<file path="src/rtl/f_case2_sched.sv">
// Job scheduler for the F_case2 engine: latches H per job and feeds queued candidate
// vectors one at a time, keeping a single request in flight and holding each result.
module f_case2_sched #(
    parameter int J       = 14,
    parameter int A       = 2,
    parameter int AWIDTH  = $clog2(A) + 1,
    parameter int DEPTH   = 4,
    parameter int TIMEOUT = 255
) (
    input  logic                  clk,
    input  logic                  rst_n,
    input  logic [J*64-1:0]       h_in,
    input  logic                  h_in_valid,
    output logic                  h_in_ready,
    input  logic [J*AWIDTH-1:0]   x_in,
    input  logic                  x_in_last,
    input  logic                  x_in_valid,
    output logic                  x_in_ready,
    output logic [J*64-1:0]       eng_H,
    output logic                  eng_H_tvalid,
    output logic [J*AWIDTH-1:0]   eng_x,
    output logic                  eng_x_tvalid,
    input  logic [J*AWIDTH-1:0]   eng_F_value,
    input  logic                  eng_F_tvalid,
    output logic [J*AWIDTH-1:0]   res_data,
    output logic [7:0]            res_idx,
    output logic                  res_last,
    output logic                  res_valid,
    input  logic                  res_ready,
    output logic                  err_timeout,
    output logic                  busy
);

    // state   | meaning
    // IDLE    | waiting for a job (h_in handshake)
    // FETCH   | pop next candidate when the FIFO has one
    // ISSUE   | one-cycle tvalid pulse towards the engine
    // WAIT    | engine request in flight, timer running
    // OUT     | result held until res_ready
    localparam logic [2:0] S_IDLE  = 3'd0;
    localparam logic [2:0] S_FETCH = 3'd1;
    localparam logic [2:0] S_ISSUE = 3'd2;
    localparam logic [2:0] S_WAIT  = 3'd3;
    localparam logic [2:0] S_OUT   = 3'd4;

    localparam int XW = J * AWIDTH;
    localparam int PW = $clog2(DEPTH);
    localparam logic [PW:0] PTR_ONE = 1;
    localparam logic [15:0] TMO = TIMEOUT[15:0];

    logic [2:0]    state;
    logic [XW:0]   mem [DEPTH];
    logic [PW:0]   wr_ptr;
    logic [PW:0]   rd_ptr;
    logic          empty;
    logic          full;
    logic          push;
    logic          pop;
    logic          last_q;
    logic [7:0]    idx;
    logic [15:0]   timer;

    // Pointers carry an extra wrap bit so full and empty are distinguishable.
    assign empty = (wr_ptr == rd_ptr);
    assign full  = (wr_ptr[PW] != rd_ptr[PW]) && (wr_ptr[PW-1:0] == rd_ptr[PW-1:0]);
    assign push  = x_in_valid && !full;
    assign pop   = (state == S_FETCH) && !empty;

    assign x_in_ready = !full;
    assign h_in_ready = (state == S_IDLE);

    always_ff @(posedge clk) begin
        if (push) begin
            mem[wr_ptr[PW-1:0]] <= {x_in_last, x_in};
        end
    end

    always_ff @(posedge clk) begin
        if (!rst_n) begin
            state        <= S_IDLE;
            wr_ptr       <= '0;
            rd_ptr       <= '0;
            eng_H        <= '0;
            eng_x        <= '0;
            eng_H_tvalid <= 1'b0;
            eng_x_tvalid <= 1'b0;
            last_q       <= 1'b0;
            idx          <= '0;
            timer        <= '0;
            res_data     <= '0;
            res_idx      <= '0;
            res_last     <= 1'b0;
            res_valid    <= 1'b0;
            err_timeout  <= 1'b0;
            busy         <= 1'b0;
        end else begin
            err_timeout  <= 1'b0;
            eng_H_tvalid <= 1'b0;
            eng_x_tvalid <= 1'b0;
            if (push) begin
                wr_ptr <= wr_ptr + PTR_ONE;
            end
            case (state)
                S_IDLE: begin
                    if (h_in_valid) begin
                        eng_H <= h_in;
                        idx   <= '0;
                        busy  <= 1'b1;
                        state <= S_FETCH;
                    end
                end
                S_FETCH: begin
                    if (pop) begin
                        eng_x  <= mem[rd_ptr[PW-1:0]][XW-1:0];
                        last_q <= mem[rd_ptr[PW-1:0]][XW];
                        rd_ptr <= rd_ptr + PTR_ONE;
                        state  <= S_ISSUE;
                    end
                end
                S_ISSUE: begin
                    eng_H_tvalid <= 1'b1;
                    eng_x_tvalid <= 1'b1;
                    timer        <= '0;
                    state        <= S_WAIT;
                end
                S_WAIT: begin
                    // A result arriving on the timeout cycle still wins.
                    if (eng_F_tvalid) begin
                        res_data  <= eng_F_value;
                        res_idx   <= idx;
                        res_last  <= last_q;
                        res_valid <= 1'b1;
                        state     <= S_OUT;
                    end else if (timer == TMO) begin
                        err_timeout <= 1'b1;
                        idx         <= idx + 8'd1;
                        if (last_q) begin
                            busy  <= 1'b0;
                            state <= S_IDLE;
                        end else begin
                            state <= S_FETCH;
                        end
                    end else begin
                        timer <= timer + 16'd1;
                    end
                end
                S_OUT: begin
                    if (res_ready) begin
                        res_valid <= 1'b0;
                        idx       <= idx + 8'd1;
                        if (res_last) begin
                            busy  <= 1'b0;
                            state <= S_IDLE;
                        end else begin
                            state <= S_FETCH;
                        end
                    end
                end
                default: begin
                    busy  <= 1'b0;
                    state <= S_IDLE;
                end
            endcase
        end
    end

endmodule
</file>
<file path="config.mk">
export PLATFORM = sky130hd
export DESIGN_NAME = f_case2_sched
export DESIGN_NICKNAME = d
export VERILOG_FILES = /design/src/rtl/f_case2_sched.sv
export SDC_FILE = /design/constraint.sdc
export NUM_CORES = 2
export LEC_CHECK = 0
export ABC_AREA = 1
export CORE_AREA = 3 3 744 746
export CTS_CLUSTER_DIAMETER = 100
export DETAILED_ROUTE_END_ITERATION = 6
export DIE_AREA = 0 0 747 749
export PLACE_DENSITY = 0.33
export SYNTH_ARGS = -nofsm -noshare
export SYNTH_HDL_FRONTEND = slang
export SYNTH_SLANG_ARGS = --single-unit
</file>
<file path="constraint.sdc">
create_clock -name clk -period 7.1 [get_ports clk]
set_input_delay 2.13 -clock clk [delete_from_list [all_inputs] [get_ports clk]]
set_output_delay 2.13 -clock clk [all_outputs]
set_load 0.02 [all_outputs]
</file>
[Word-level counts from Yosys, hierarchy flattened]
Memory sizes are Yosys's and may differ from the RTL's. A register that Yosys moved wholly into a read port is not among the register bits.
Index checks and enable logic that the tools add are counted.
Storage, ports and cells
  register bits: 970
  RAM bits: 116
  input port bits: 959
  logic and storage cells: 89
  memories: 1
Memory list
  mem: words 4, bits a word 29, read ports 1, clocked after memory_dff 1, wr ports 1, RTL line 52  | logic [XW:0] mem [DEPTH];
Cells by class
  add/subtract/negate cells: 4
  eq/ne operators: 18
  multiplexer cells: 30
  bitwise gates (word level): 3
  reductions and logical operators: 20
Operators by type and width (number)
  two-way mux 16 bit: 2
  two-way mux 8 bit: 4
  one-hot mux 16 bit (2 select lines): 1
  one-hot mux 8 bit (3 select lines): 1
  inequality test 2 bit (second input constant): 9
  adder 16 x 1 -> 16 bit (second input constant): 1
  equality test 16 x 8 -> 1 bit (second input constant): 1
  two-way mux 3 bit: 5
  one-hot mux 3 bit (5 select lines): 1
  two-way mux 1 bit: 14
  adder 8 x 1 -> 8 bit (second input constant): 1
  AND reduction 7 bit: 1
  adder 3 x 1 -> 3 bit (second input constant): 2
  equality test 3 x 2 -> 1 bit (second input constant): 2
  AND reduction 2 bit: 3
  AND reduction 3 bit: 2
  AND reduction 5 bit: 1
  one-hot mux 1 bit (4 select lines): 1
  AND reduction 4 bit: 1
  nonzero test 2 bit: 2
  equality test 3 x 1 -> 1 bit (second input constant): 1
  equality test 3 bit: 1
  equality test 3 bit (second input constant): 1
  logical AND 1 bit: 3
  other kinds (10): 14

[Logic depth before layout (Yosys ltp)]
  depth in word-level cells: 6
  gate-level depth with buffers: 10
  gate-level depth less buffers: 10

[Least setup slack after synthesis]
OpenSTA, ideal clock, no wires.
  path type: input -> register
  from: input port x_in_valid
  to: memory mem[0][0] in the netlist's numbering (enable)
  library setup time: 0.415 ns
  arrival: 3.540 ns
  slack: 3.145 ns
  cell stages on the path: 2
  cells stage by stage: nand2_1 -> nor2_1
On the way
  longest elaborated chain between the ends: 3
RTL lines
  start: declaration: RTL line 17  | input logic x_in_valid,
  logical AND 1 bit: RTL line 66  | assign push = x_in_valid && !full;
  two-way mux 1 bit: RTL line 73  | if (push) begin
  two-way mux 1 bit (implied by the code): RTL line 74  | mem[wr_ptr[PW-1:0]] <= {x_in_last, x_in};
  end: declaration: RTL line 52
No other way between the ends.

[Worst setup path after layout]
  from: register state[0]
  to: output port h_in_ready
On the way
  longest elaborated chain between the ends: 1
RTL lines
  start: declaration: RTL line 51  | logic [2:0] state;
  start signal: assignment: RTL line 80  | state <= S_IDLE;
  start signal: assignment: RTL line 109  | state <= S_FETCH;
  start signal: assignment: RTL line 117  | state <= S_ISSUE;
  zero test 3 bit: RTL line 70  | assign h_in_ready = (state == S_IDLE);
  end: declaration: RTL line 14  | output logic h_in_ready,
No other way between the ends.

==> flow_metrics.env <==
export IMPL_outcome="finished, final reports clean"
export IMPL_cts_sinks=1115
export IMPL_max_slew_margin_pct=28.0
export IMPL_ios=1927
export IMPL_die_h_um=749
export IMPL_timing_final_max_slew_violations=0
export IMPL_grt_overflow=0
export IMPL_setup_viol=0
export IMPL_setup_tns_ps=0
export IMPL_synth_simple_gate_area_share_pct=23.1
export IMPL_cts_setup_buffers=0
export IMPL_dieArea_sq_um=560000
export IMPL_finalNonFillerCells=14200
export IMPL_std_cell_rows=272
export IMPL_cts_root_buf="clkbuf_16"
export IMPL_place_congestion=0.972
export IMPL_synth_adder_area_share_pct=0.215
export IMPL_utilization_pct=13.5
export IMPL_pre_cts_ws_ps=2290
export IMPL_period_needed_ps=4920
export IMPL_cts_hold_buf=0
export IMPL_finClkSkew_ps=116
export IMPL_finalHoldViolations=0
export IMPL_critPathRequiredTime_ps=4970
export IMPL_wl_met2_mm=222
export IMPL_cp_slowest_cell="clkdlybuf4s50_1"
export IMPL_ir_worst_vdd_mv=0.215
export IMPL_initial_core_util_pct=7.45
export IMPL_fin_ws_ps=2180
export IMPL_syn_nets=5869
export IMPL_placed_area_sq_um=68000
export IMPL_areaGrowthSynthToFinish_pct=81.1
export IMPL_antenna_found_initial=497
export IMPL_synth_top_cell_area_share_pct=49.0
export IMPL_crit_path_start_kind="register"
export IMPL_ys_seq_elements=1115
export IMPL_drt_drc_violations_left=0
export IMPL_final_cell_mix="1925 x clkdlybuf4s50_1, 1047 x nand2_1, 998 x dfxtp_1, 965 x a21oi_1, 933 x nand3_1"
export IMPL_dr_max_layer_used="met5"
export IMPL_firstDrtPassIters=6
export IMPL_syn_area_sq_um=40800
export IMPL_layout_nets=7599
export IMPL_min_period_over_period_pct=69.3
export IMPL_io_buffers=1926
export IMPL_path_cells="inv_2 > nand2_2 > nor2_4 > clkdlybuf4s50_1"
export IMPL_dp_cells=13700
export IMPL_clk_latency_ps=930
export IMPL_synthMuxAreaShare_pct=0
export IMPL_synth_cell_types=33
export IMPL_multi_input_area_sq_um=15100
export IMPL_drtIter0Drc=3115
export IMPL_core_area_sq_um=548000
export IMPL_yosys_warnings=0
export IMPL_grt_pass1_wl_mm=569
export IMPL_grt_setup_unrepaired="false"
export IMPL_postRouteAntennaNets=0
export IMPL_layout_commonest_cell="clkdlybuf4s50_1"
export IMPL_synth_xor_area_share_pct=0.150
export IMPL_dp_hpwl_mm=395
export IMPL_ys_seq_area_share_pct=57.5
export IMPL_route_met3_wl_mm=63.7
export IMPL_p_per_area_nw_per_um2=307
export IMPL_wl_met1_mm=155
export IMPL_cts_inserted_buffers=170
export IMPL_grt_use_total_pct=16.0
export IMPL_die_w_um=747
export IMPL_grt_max_degree=165
export IMPL_vias=45400
export IMPL_cts_tree="done"
export IMPL_drv_cap=0
export IMPL_drive_gt1_share_pct=5.31
export IMPL_synthTopCellsByArea="dfxtp_1 49%, a21oi_1 12%, nand3_1 11%"
export IMPL_max_freq_ghz=0.203
export IMPL_max_slew_worst_pin_slew_ps=1080
export IMPL_h_tree_depth=4
export IMPL_crit_fanout=5
export IMPL_wirelength_mm=468
export IMPL_seq_area_sq_um=23500
export IMPL_end_kind="output pin"
export IMPL_avgViaCountPerCell=3.19
export IMPL_clockBufferDepth=4
export IMPL_critPathKind="register to output pin"
export IMPL_grt_pass1_vias=43800
export IMPL_clkTransAtPathRegs_ps=60
export IMPL_wl_per_cell_um=32.9
export IMPL_synthCells=4903
export IMPL_min_path_type="register to register"
export IMPL_synth_top_family_by_area="simple AND/OR/NAND/NOR gates"
export IMPL_fillers=62800
export IMPL_fin_area_sq_um=73900
export IMPL_cts_resized_gates=0
export IMPL_crit_arrival_ps=2790
export IMPL_syn_area_per_cell_sq_um=8.33
export IMPL_yosysTopAreaCell="dfxtp_1"
export IMPL_slowest_delay_ps=750
export IMPL_p_leak_nw=23.8
export IMPL_synth_compound_area_share_pct=13.6
logic make-up (layout without fill, tap and decap cells):
kind of cell,after synthesis,after routing
buf+inv,496,2349
simple gates,2177,2177
other cells,0,182
compound gates,1101,1101
flops,1115,1115
xor+xnor,7,7
fa+ha+maj,7,7
final timing paths:
check	from	to	slack, ps	depth (start not counted)
setup reg to reg	state[0]$_SDFFE_PN0P_	eng_H[534]$_SDFFE_PN0P_	3720	7
hold / removal	eng_H[666]$_SDFFE_PN0P_	eng_H[666]$_SDFFE_PN0P_	460	2
hold reg to reg	eng_H[666]$_SDFFE_PN0P_	eng_H[666]$_SDFFE_PN0P_	460	2
setup / recovery	state[0]$_SDFFE_PN0P_	h_in_ready	2180	4
power breakdown:
group | switching (mW) | internal (mW)
sequential | 0.444 | 7.07
combinational | 4.30 | 2.25
clock | 3.63 | 5.02
total | 8.38 | 14.3
flip-flops by register name (all words and copies together) (netlist names), 3 cells and up:
signal / count
state: 3
mem: 116
rd_ptr: 3
res_data: 28
wr_ptr: 3
eng_x: 28
timer: 16
res_idx: 8
idx: 8
eng_H: 896
routing by layer:
metal  vias to the layer above  GRT usage (%)
met5                         -              0
met4                       200           6.90
met3                      1055           9.86
met2                      2289           27.3
met1                     21400           15.3
li1                      20400              -
critical path, delay by kind of cell (launching register included):
kind / cells / cell delay [ps]
buffers and inverters: 2 / 850
flip-flops: 1 / 330
AND/OR/NAND/NOR: 2 / 630
area by class of cell:
cell class / instances / share of cell area, %
Multi-Input combinational cell: 3292 / 20.5
Tap cell: 7261 / 12.3
Inverter: 50 / 0.264
Clock inverter: 67 / 1.03
Timing Repair Buffer: 2004 / 27.2
Clock buffer: 228 / 6.39
Sequential cell: 1115 / 31.8
Antenna cell: 182 / 0.616
metrics by stage:
step | power, mW | hold WS (ps)
final | 22.7 | 458
after global routing | 23.9 | 472
after CTS | 23.3 | 460
after detailed placement | 14.4 | 452
after global placement | 14.4 | 448
after floorplan | 10.5 | 447
Yosys cell counts (all sizes together):
library cell and instances:
nand2 1054, dfxtp 999, a21oi 965, nand3 934, clkbuf 226, buf 220
nor2 173, edfxtp 116, o21ai 105, inv 50, o22ai 29, ha 7
nand4 7, nor3 6, xnor2 4, xor2 3, nand3b 2, a31oi 1
nor4 1, o21bai 1
No activity file was read; power rests on OpenSTA's default activity.
